`config.mk`:
```
export PLATFORM = sky130hd
export DESIGN_NAME = mtcmos_sleep_ctrl
export DESIGN_NICKNAME = d
export VERILOG_FILES = /design/src/rtl/mtcmos_pkg.sv /design/src/rtl/mtcmos_sat_cnt.sv /design/src/rtl/mtcmos_sleep_ctrl.sv
export SDC_FILE = /design/constraint.sdc
export NUM_CORES = 1
export LEC_CHECK = 0
export CAP_MARGIN = 20
export CORE_ASPECT_RATIO = 1.4
export CORE_UTILIZATION = 50
export CTS_CLUSTER_SIZE = 14
export DETAILED_ROUTE_END_ITERATION = 6
export GPL_ROUTABILITY_DRIVEN = 0
export GPL_TIMING_DRIVEN = 1
export PLACE_DENSITY_LB_ADDON = 0.3
export SLEW_MARGIN = 10
export SYNTH_ARGS = -nofsm -noshare
export SYNTH_HDL_FRONTEND = slang
export SYNTH_SLANG_ARGS = --single-unit
```
`constraint.sdc`:
```
create_clock -name clk -period 4 [get_ports clk]
set_input_delay 0.6 -clock clk [delete_from_list [all_inputs] [get_ports clk]]
set_output_delay 0.6 -clock clk [all_outputs]
set_load 0.01 [all_outputs]
```
`src/rtl/mtcmos_pkg.sv`:
```
// Shared types and default sizing for the MTCMOS sleep sequencer.
package mtcmos_pkg;

  typedef enum logic [1:0] {
    ST_ACTIVE = 2'b00,
    ST_ENTER  = 2'b01,
    ST_SLEEP  = 2'b10,
    ST_WAKE   = 2'b11
  } state_t;

  localparam int DEF_IDLE_CYCLES = 16;
  localparam int DEF_WAKE_CYCLES = 4;
  localparam int DEF_CNT_W       = 8;

endpackage

```
`src/rtl/mtcmos_sat_cnt.sv`:
```
// Up-counter with synchronous clear and enable that holds once it reaches i_limit.
module mtcmos_sat_cnt #(
  parameter int CNT_W = 8
) (
  input  logic             clk,
  input  logic             rst,
  input  logic             i_clr,
  input  logic             i_en,
  input  logic [CNT_W-1:0] i_limit,
  output logic [CNT_W-1:0] o_cnt
);

  logic [CNT_W-1:0] r_cnt;

  always_ff @(posedge clk or posedge rst) begin
    if (rst) begin
      r_cnt <= '0;
    end else if (i_clr) begin
      r_cnt <= '0;
    end else if (i_en && (r_cnt != i_limit)) begin
      r_cnt <= r_cnt + CNT_W'(1);
    end
  end

  assign o_cnt = r_cnt;

endmodule

```
`src/rtl/mtcmos_sleep_ctrl.sv`:
```
// Power-gating sequencer producing the sleep pin of the MTCMOS flop bank.
// Optional sleep-entry statistics counter enabled by MTCMOS_SLEEP_STATS_EN.
module mtcmos_sleep_ctrl
  import mtcmos_pkg::*;
#(
  parameter int IDLE_CYCLES = DEF_IDLE_CYCLES,
  parameter int WAKE_CYCLES = DEF_WAKE_CYCLES,
  parameter int CNT_W       = DEF_CNT_W
) (
  input  logic        clk,
  input  logic        rst,
  input  logic        activity,
  input  logic        sleep_req,
  input  logic        wake_req,
  output logic        sleep,
  output logic        ready,
  output logic [1:0]  state_o,
  output logic [15:0] sleep_count
);

  localparam logic [CNT_W-1:0] IDLE_LIM = CNT_W'(IDLE_CYCLES - 1);
  localparam logic [CNT_W-1:0] WAKE_LIM = CNT_W'(WAKE_CYCLES - 1);

  state_t           r_state;
  logic             r_sleep;
  logic             r_ready;
  logic [CNT_W-1:0] w_idle_cnt;
  logic [CNT_W-1:0] w_wake_cnt;
  logic             w_idle_clr;
  logic             w_idle_en;
  logic             w_wake_clr;
  logic             w_wake_en;

  // Counters are held at zero outside their own state, so each state is entered with a fresh count.
  assign w_idle_clr = (r_state != ST_ACTIVE) || activity;
  assign w_idle_en  = (r_state == ST_ACTIVE);
  assign w_wake_clr = (r_state != ST_WAKE);
  assign w_wake_en  = (r_state == ST_WAKE);

  mtcmos_sat_cnt #(.CNT_W(CNT_W)) u_idle_cnt (
    .clk     (clk),
    .rst     (rst),
    .i_clr   (w_idle_clr),
    .i_en    (w_idle_en),
    .i_limit (IDLE_LIM),
    .o_cnt   (w_idle_cnt)
  );

  mtcmos_sat_cnt #(.CNT_W(CNT_W)) u_wake_cnt (
    .clk     (clk),
    .rst     (rst),
    .i_clr   (w_wake_clr),
    .i_en    (w_wake_en),
    .i_limit (WAKE_LIM),
    .o_cnt   (w_wake_cnt)
  );

  // Outputs are registered alongside the state so they decode the state being entered.
  always_ff @(posedge clk or posedge rst) begin
    if (rst) begin
      r_state <= ST_ACTIVE;
      r_sleep <= 1'b0;
      r_ready <= 1'b1;
    end else begin
      unique case (r_state)
        ST_ACTIVE: begin
          if (!activity && ((w_idle_cnt == IDLE_LIM) || sleep_req)) begin
            r_state <= ST_ENTER;
            r_sleep <= 1'b0;
            r_ready <= 1'b0;
          end
        end
        ST_ENTER: begin
          r_state <= ST_SLEEP;
          r_sleep <= 1'b1;
          r_ready <= 1'b0;
        end
        ST_SLEEP: begin
          if (wake_req || activity) begin
            r_state <= ST_WAKE;
            r_sleep <= 1'b0;
            r_ready <= 1'b0;
          end
        end
        ST_WAKE: begin
          if (w_wake_cnt == WAKE_LIM) begin
            r_state <= ST_ACTIVE;
            r_sleep <= 1'b0;
            r_ready <= 1'b1;
          end
        end
        default: begin
          r_state <= ST_ACTIVE;
          r_sleep <= 1'b0;
          r_ready <= 1'b1;
        end
      endcase
    end
  end

  assign sleep   = r_sleep;
  assign ready   = r_ready;
  assign state_o = r_state;

`ifdef MTCMOS_SLEEP_STATS_EN
  logic [15:0] r_sleep_count;

  // ENTER always advances to SLEEP, so each ENTER cycle is one completed entry.
  always_ff @(posedge clk or posedge rst) begin
    if (rst) begin
      r_sleep_count <= '0;
    end else if ((r_state == ST_ENTER) && (r_sleep_count != '1)) begin
      r_sleep_count <= r_sleep_count + 16'd1;
    end
  end

  assign sleep_count = r_sleep_count;
`else
  assign sleep_count = '0;
`endif

endmodule

```
==> key figures, run 1 <==
Run status
  – Status: completed

Place
  – Placed inst area: between 1000 and 1500 um^2
  – Placed Instances: around 140
  – Number of buffers added on ports: 8
  – Place WS: around 1.9 ns
  – DP HPWL: between 1000 and 1500 um

Route
  – Vias: between 700 and 800
  – DRT iter0 DRCs: 20
  – Drt drc: 0
  – WL/cell: ~13 um
  – Antenna-violating nets left: 0
  – Final wirelength: around 1800 um
  – Vias/cell: between 5 and 6
  – 1st-pass router iterations: 4

Finish
  – Antenna Cells: 0
  – Area delta synth->final: 6.20%
  – Fin cells: 146
  – Fill cells: about 200
  – Design Area, Final: roughly 1200 um^2
  – Nets: ~140
  – Layout cells sized above 1: about 7.3%

Timing
  – Fmax: between 400 and 500 MHz
  – Tcrit/Tclk final: roughly half
  – Final Skew: 0.00237 ns
  – Worst setup margin: about 2.0 ns
  – Hold Fails Final Rpt: 0
  – # setup viols final: 0
  – Final min period: 2.02 ns
  – RSZ-0062 raised after global routing: false
  – Least-Margin Pin Slew: 0.738 ns
  – Slew Limit Headroom: 50.7%
  – Final hold slack: approximately 0.53 ns
  – Pins Over Slew Limit: 0
  – Setup TNS: 0 ns

Critical path
  – Kind of end point of the critical path: flip-flop
  – Worst Path Arrival: approximately 2.2 ns
  – Critical Path Fanout Max: 6
  – Kind of critical path: reg2reg
  – Startpoint types: flip-flop
  – WP data required: roughly 4.2 ns
  – R2R Setup Slk: 1.98 ns

Floorplan
  – # rows: 20
  – Die footprint: between 2000 and 3000 um^2
  – CORE AREA: 2200 um^2
  – Starting density of the core: a little over half
  – Die X: approximately 43 um
  – Die height: about 60 um
  – IO Count: 25

Synthesis
  – FFs w/ async S/R, synth: 100%
  – FF+latch count, synth: 20
  – Mapped Cells: ~120
  – Synth unique cells: 29
  – Number of flops mapped to enable cells by yosys: 0
  – Seq/Total Area, Yosys: around 43%
  – Netlist Area Pre-Place: approximately 1200 um^2
  – Post-synthesis average cell area: 10.2 um^2
  – Yosys Warn Count: 0
  – Main synth FF type: dfrtp_1

GRT
  – Largest net degree at the start of global routing: 21
  – Total Routing Usage GR: about 16%
  – First-pass GRT wire length: 3020 um
  – Vias in the first global route: between 700 and 800
  – Initial antenna violation count: 0
  – Total gr overflow: 0

Job
  – Max_cap viols: 0

Clocking
  – CTS tree: built
  – CTS Buf Count: 3
  – # hold bufs at CTS: 0
  – H-Tree Depth: 1
  – Max clock buf depth: 2
  – CTS root buf: clkbuf_4
  – CTS clk-pin slew, worst paths: 0.11 ns
  – Worst skew pair latency: roughly 0.30 ns
  – Post-cts sizing count: 0
  – Clock Sinks: 20
  – Setup Fix Bufs, Post-CTS: 0

Power
  – PwrDens: between 400 and 500 nW/um^2
  – Static leakage: ~0.6 nW
  – Max rail drop VDD: about 0.37 mV

Worst hold path
  – Min-delay worst type: reg2reg
[cell usage after synthesis (3+ instances only)]
library cell   n  area, um^2
inv_1          3        11.3
ha_1           6        75.1
and3_1         4        25.0
a21oi_1        4        20.0
xnor2_1        6        52.6
nand3_1       10        50.1
nor3_1         3        15.0
buf_4         16         120
dfrtp_1       19         475
nor2_1         7        26.3
nor2b_1        4        25.0
and2_1         7        43.8
xor2_1         4        35.0
[path summary, 6_finish.rpt]
| kind | end | cells past startpoint | from |
|---|---|---|---|
| worst max-delay path | state_o[1] | 5 | u_wake_cnt.o_cnt[0] |
| worst min-delay path | ready | 1 | ready |
| worst max register to register | state_o[1] | 5 | u_wake_cnt.o_cnt[0] |
| worst min register to register | ready | 1 | ready |
| max in group asynchronous | u_idle_cnt.o_cnt[3] | 2 | rst |
| min in group asynchronous | u_wake_cnt.o_cnt[3] | 2 | rst |
[per-stage QoR]
stage	util (%)	total power, W
3_5_place_dp	54.8	0.000478
3_3_place_gp	54.8	0.000470
4_1_cts	56.5	0.000598
2_1_floorplan	-	0.000424
5_1_grt	56.5	0.000629
6_report	56.5	0.000590
[report_power, final]
| group | internal (W) | switching, W |
|---|---|---|
| clock | 0.0000555 | 0.0000611 |
| combinational | 0.000110 | 0.000103 |
| sequential | 0.000230 | 0.0000306 |
[area by class of cell]
class	count	area [um^2]	area share [%]
multi-input cells	89	587	47.2
inverters	3	11.3	0.905
well taps	22	27.5	2.21
clock buffers	4	36.3	2.92
repair buffers	8	80.1	6.44
flip-flops and latches	20	502	40.3
[cells in the final DEF, fill, tap and decap left out, drive strengths merged]
master	count
nor4	1
mux2	2
a21oi	5
and2	7
o32a	1
nand2b	2
nor2	7
xor2	4
xnor2	6
nand4	1
ha	6
a211o	1
dfstp	1
o21bai	2
a211oi	1
nor2b	4
mux2i	1
inv	3
nand2	2
nor3	3
conb	16
clkdlybuf4s50	8
and3	4
clkbuf	4
dfrtp	19
a22o	1
a31oi	2
nand3	10
[state kept, by name, summed over array words and instances (netlist names)]
signal / flops
ready: 1
u_idle_cnt.o_cnt: 8
sleep: 1
state_o: 2
u_wake_cnt.o_cnt: 8
[worst max-delay path: stages (launching register included)]
cell	delay, ns
dfrtp_1	0.45
ha_1	0.24
nor2b_1	0.20
nand3_1	0.28
a211o_1	0.44
mux2_4	0.31
[metal layers]
metal  part of all wire, %  global-route usage [%]
met3                   1.3                    2.74
met4                   1.2                    5.80
met2                    55                    28.4
met1                    43                    18.5
met5                     0                       0
[cells by family (layout without fill, tap and decap cells)]
kind of cell | after synthesis | in the layout | share of synthesized area [%]
and+or+nand+nor | 41 | 41 | 19.9
buffers and inverters | 21 | 15 | 11.9
DFF | 20 | 20 | 42.8
AOI/OAI and AO/OA | 13 | 13 | 7.80
xor gates and xnor gates | 10 | 10 | 7.48
adders and majority gates | 6 | 6 | 6.41
muxes | 3 | 3 | 3.42
other | 1 | 16 | 0.320
No activity file was read; power rests on OpenSTA's default activity.
==> run 2: changes to the inputs <==
Settings changed: CORE_UTILIZATION 50 to 45.
Clock period 4 ns to 1.7 ns, I/O delays scaled along.
==> key figures, run 2 (same netlist as run 1, synthesis figures left out) <==
Run status
  – Status: completed

Critical path
  – Kind of critical path: reg2reg
  – R2R cell count: 5
  – Critical Path Fanout Max: 4
  – Delay-heaviest family, CP: compound AO/OA/AOI/OAI gates
  – R2R Setup Slk: 0.03 ns
  – CP startpoint: state_o[1]
  – FF-to-FF End: state_o[1]
  – Crit-path cells: inv_2 -> ha_4 -> a22o_1 -> a211o_1 -> mux2_4
  – Crit Reg-Reg Startpoint: state_o[1]
  – Kind of end point of the critical path: flip-flop
  – CP endpoint: state_o[1]
  – WP data required: approximately 1.9 ns
  – Critical Path Max Stage Delay: 0.44 ns
  – Startpoint types: flip-flop
  – Crit path buf inv count: 1
  – Crit path max-delay cell type: dfrtp_1
  – Total stage count of the critical path: 5
  – Worst Path Arrival: 1.86 ns

Timing
  – Final min period: approximately 1.7 ns
  – Pins Over Slew Limit: 0
  – Tcrit/Tclk final: a little over nine tenths
  – # setup viols final: 0
  – Final Skew: between 0.004 and 0.005 ns
  – Fmax: 599 MHz
  – Final hold slack: 0.238 ns
  – Setup TNS: 0 ns
  – Hold Fails Final Rpt: 0

Finish
  – Fin cells: between 150 and 200
  – Most frequent cells in the layout: buf_4 (19), dfrtp_1 (19), conb_1 (16)
  – Antenna Cells: 0
  – Nets: between 150 and 200
  – Layout cells sized above 1: between 20% and 30%
  – Area delta synth->final: 22.5%

GRT
  – Met3 Usage GRT: under 10%
  – GR peak layer: met2
  – Largest net degree at the start of global routing: 13
  – GRT met2 Usage: 27.2%
  – Initial antenna violation count: 0
  – Grt met1 use: between 10% and 20%
  – Total Routing Usage GR: 16.6%
  – First-pass GRT wire length: 3450 um
  – Vias in the first global route: 830
  – Total gr overflow: 0

Floorplan
  – Die height: about 62 um
  – CORE AREA: roughly 2400 um^2
  – Die footprint: 2810 um^2
  – Die X: between 40 and 50 um
  – IO Count: 25
  – # rows: 21
  – Starting density of the core: 48.4%

Clocking
  – Clock Sinks: 20
  – CTS root buf: clkbuf_4
  – Max clock buf depth: 2
  – CTS clk-pin slew, worst paths: about 0.11 ns
  – CTS tree: built
  – H-Tree Depth: 1
  – Worst skew pair latency: approximately 0.30 ns
  – CTS Buf Count: 3

Route
  – Final wirelength: between 2000 and 2500 um
  – Drt drc: 0
  – Antenna-violating nets left: 0
  – WL/cell: 12.0 um
  – Vias/cell: about 4.6
  – DRT iter0 DRCs: 19
  – Vias: between 800 and 900
  – 1st-pass router iterations: 4

Power
  – Static leakage: ~0.72 nW
  – Max rail drop VDD: roughly 0.88 mV
  – PwrDens: roughly 1200 nW/um^2

Place
  – Placed Instances: approximately 170
  – Number of buffers added on ports: 8
  – DP HPWL: about 1500 um

Worst hold path
  – Min-delay worst type: in2async

Job
  – Max_cap viols: 0
run 2: cell count changes in the layout (fill, tap and decap cells not counted), sizes merged:
cell,change
bufinv,+1
clkbuf,-1
buf,+19
run 2: worst reg2reg max path, delay by kind of cell (launching register included):
family	cells	cell delay, ns
multiplexers	1	0.31
AO/OA/AOI/OAI	2	0.56
adder cells (fa/ha/maj)	1	0.18
flip-flops	1	0.44
buffers and inverters	1	0.08
run 2: worst min-delay path by stage:
stage               slack [ns]                   to  cells after the start
global route              0.25  u_idle_cnt.o_cnt[2]                      2
finish                    0.24  u_idle_cnt.o_cnt[2]                      2
CTS                       0.25  u_idle_cnt.o_cnt[2]                      2
global placement          0.50                sleep                      1
detailed placement        0.51                ready                      1
floorplan                 0.22                sleep                      1
run 2: cell type report:
| cell class | count | area (um^2) |
|---|---|---|
| repair buffers | 27 | 223 |
| clock inverters | 1 | 30.0 |
| well taps | 34 | 42.5 |
| clock buffers | 3 | 22.5 |
| inverters | 3 | 11.3 |
| fillers | 228 | 982 |
| flip-flops and latches | 20 | 502 |
| multi-input cells | 89 | 604 |
run 2: per-layer routing:
| layer | wire length [um] | up-vias |
|---|---|---|
| met4 | 59 | 0 |
| li1 | - | 412 |
| met1 | 890 | 397 |
| met3 | 24 | 7 |
| met2 | 1150 | 6 |
| met5 | 0 | - |
run 2: power breakdown:
group | leakage, nW | internal (W) | switching [W]
clock | 0.0279 | 0.000238 | 0.000144
combinational | 0.423 | 0.000432 | 0.000339
sequential | 0.269 | 0.000541 | 0.0000453
run 2: per-stage QoR:
step	utilization (%)	cell area, um^2	setup WS [ns]	total power (W)
floorplan	-	1230	0.0329	0.000998
global placement	54.8	1330	-0.00376	0.00119
detailed placement	54.8	1330	-0.0341	0.00121
CTS	57.6	1390	0.0324	0.00164
global route	59.4	1440	-0.0406	0.00185
finish	59.4	1440	0.0319	0.00174
run 2: repair_timing:
action | 4_1_cts | 5_1_grt
pin swaps | 0 | 2
hold buffers | 0 | 0
setup buffers | 2 | 4
resized for setup | 0 | 3
endpoints found under the setup margin | 2 | 2
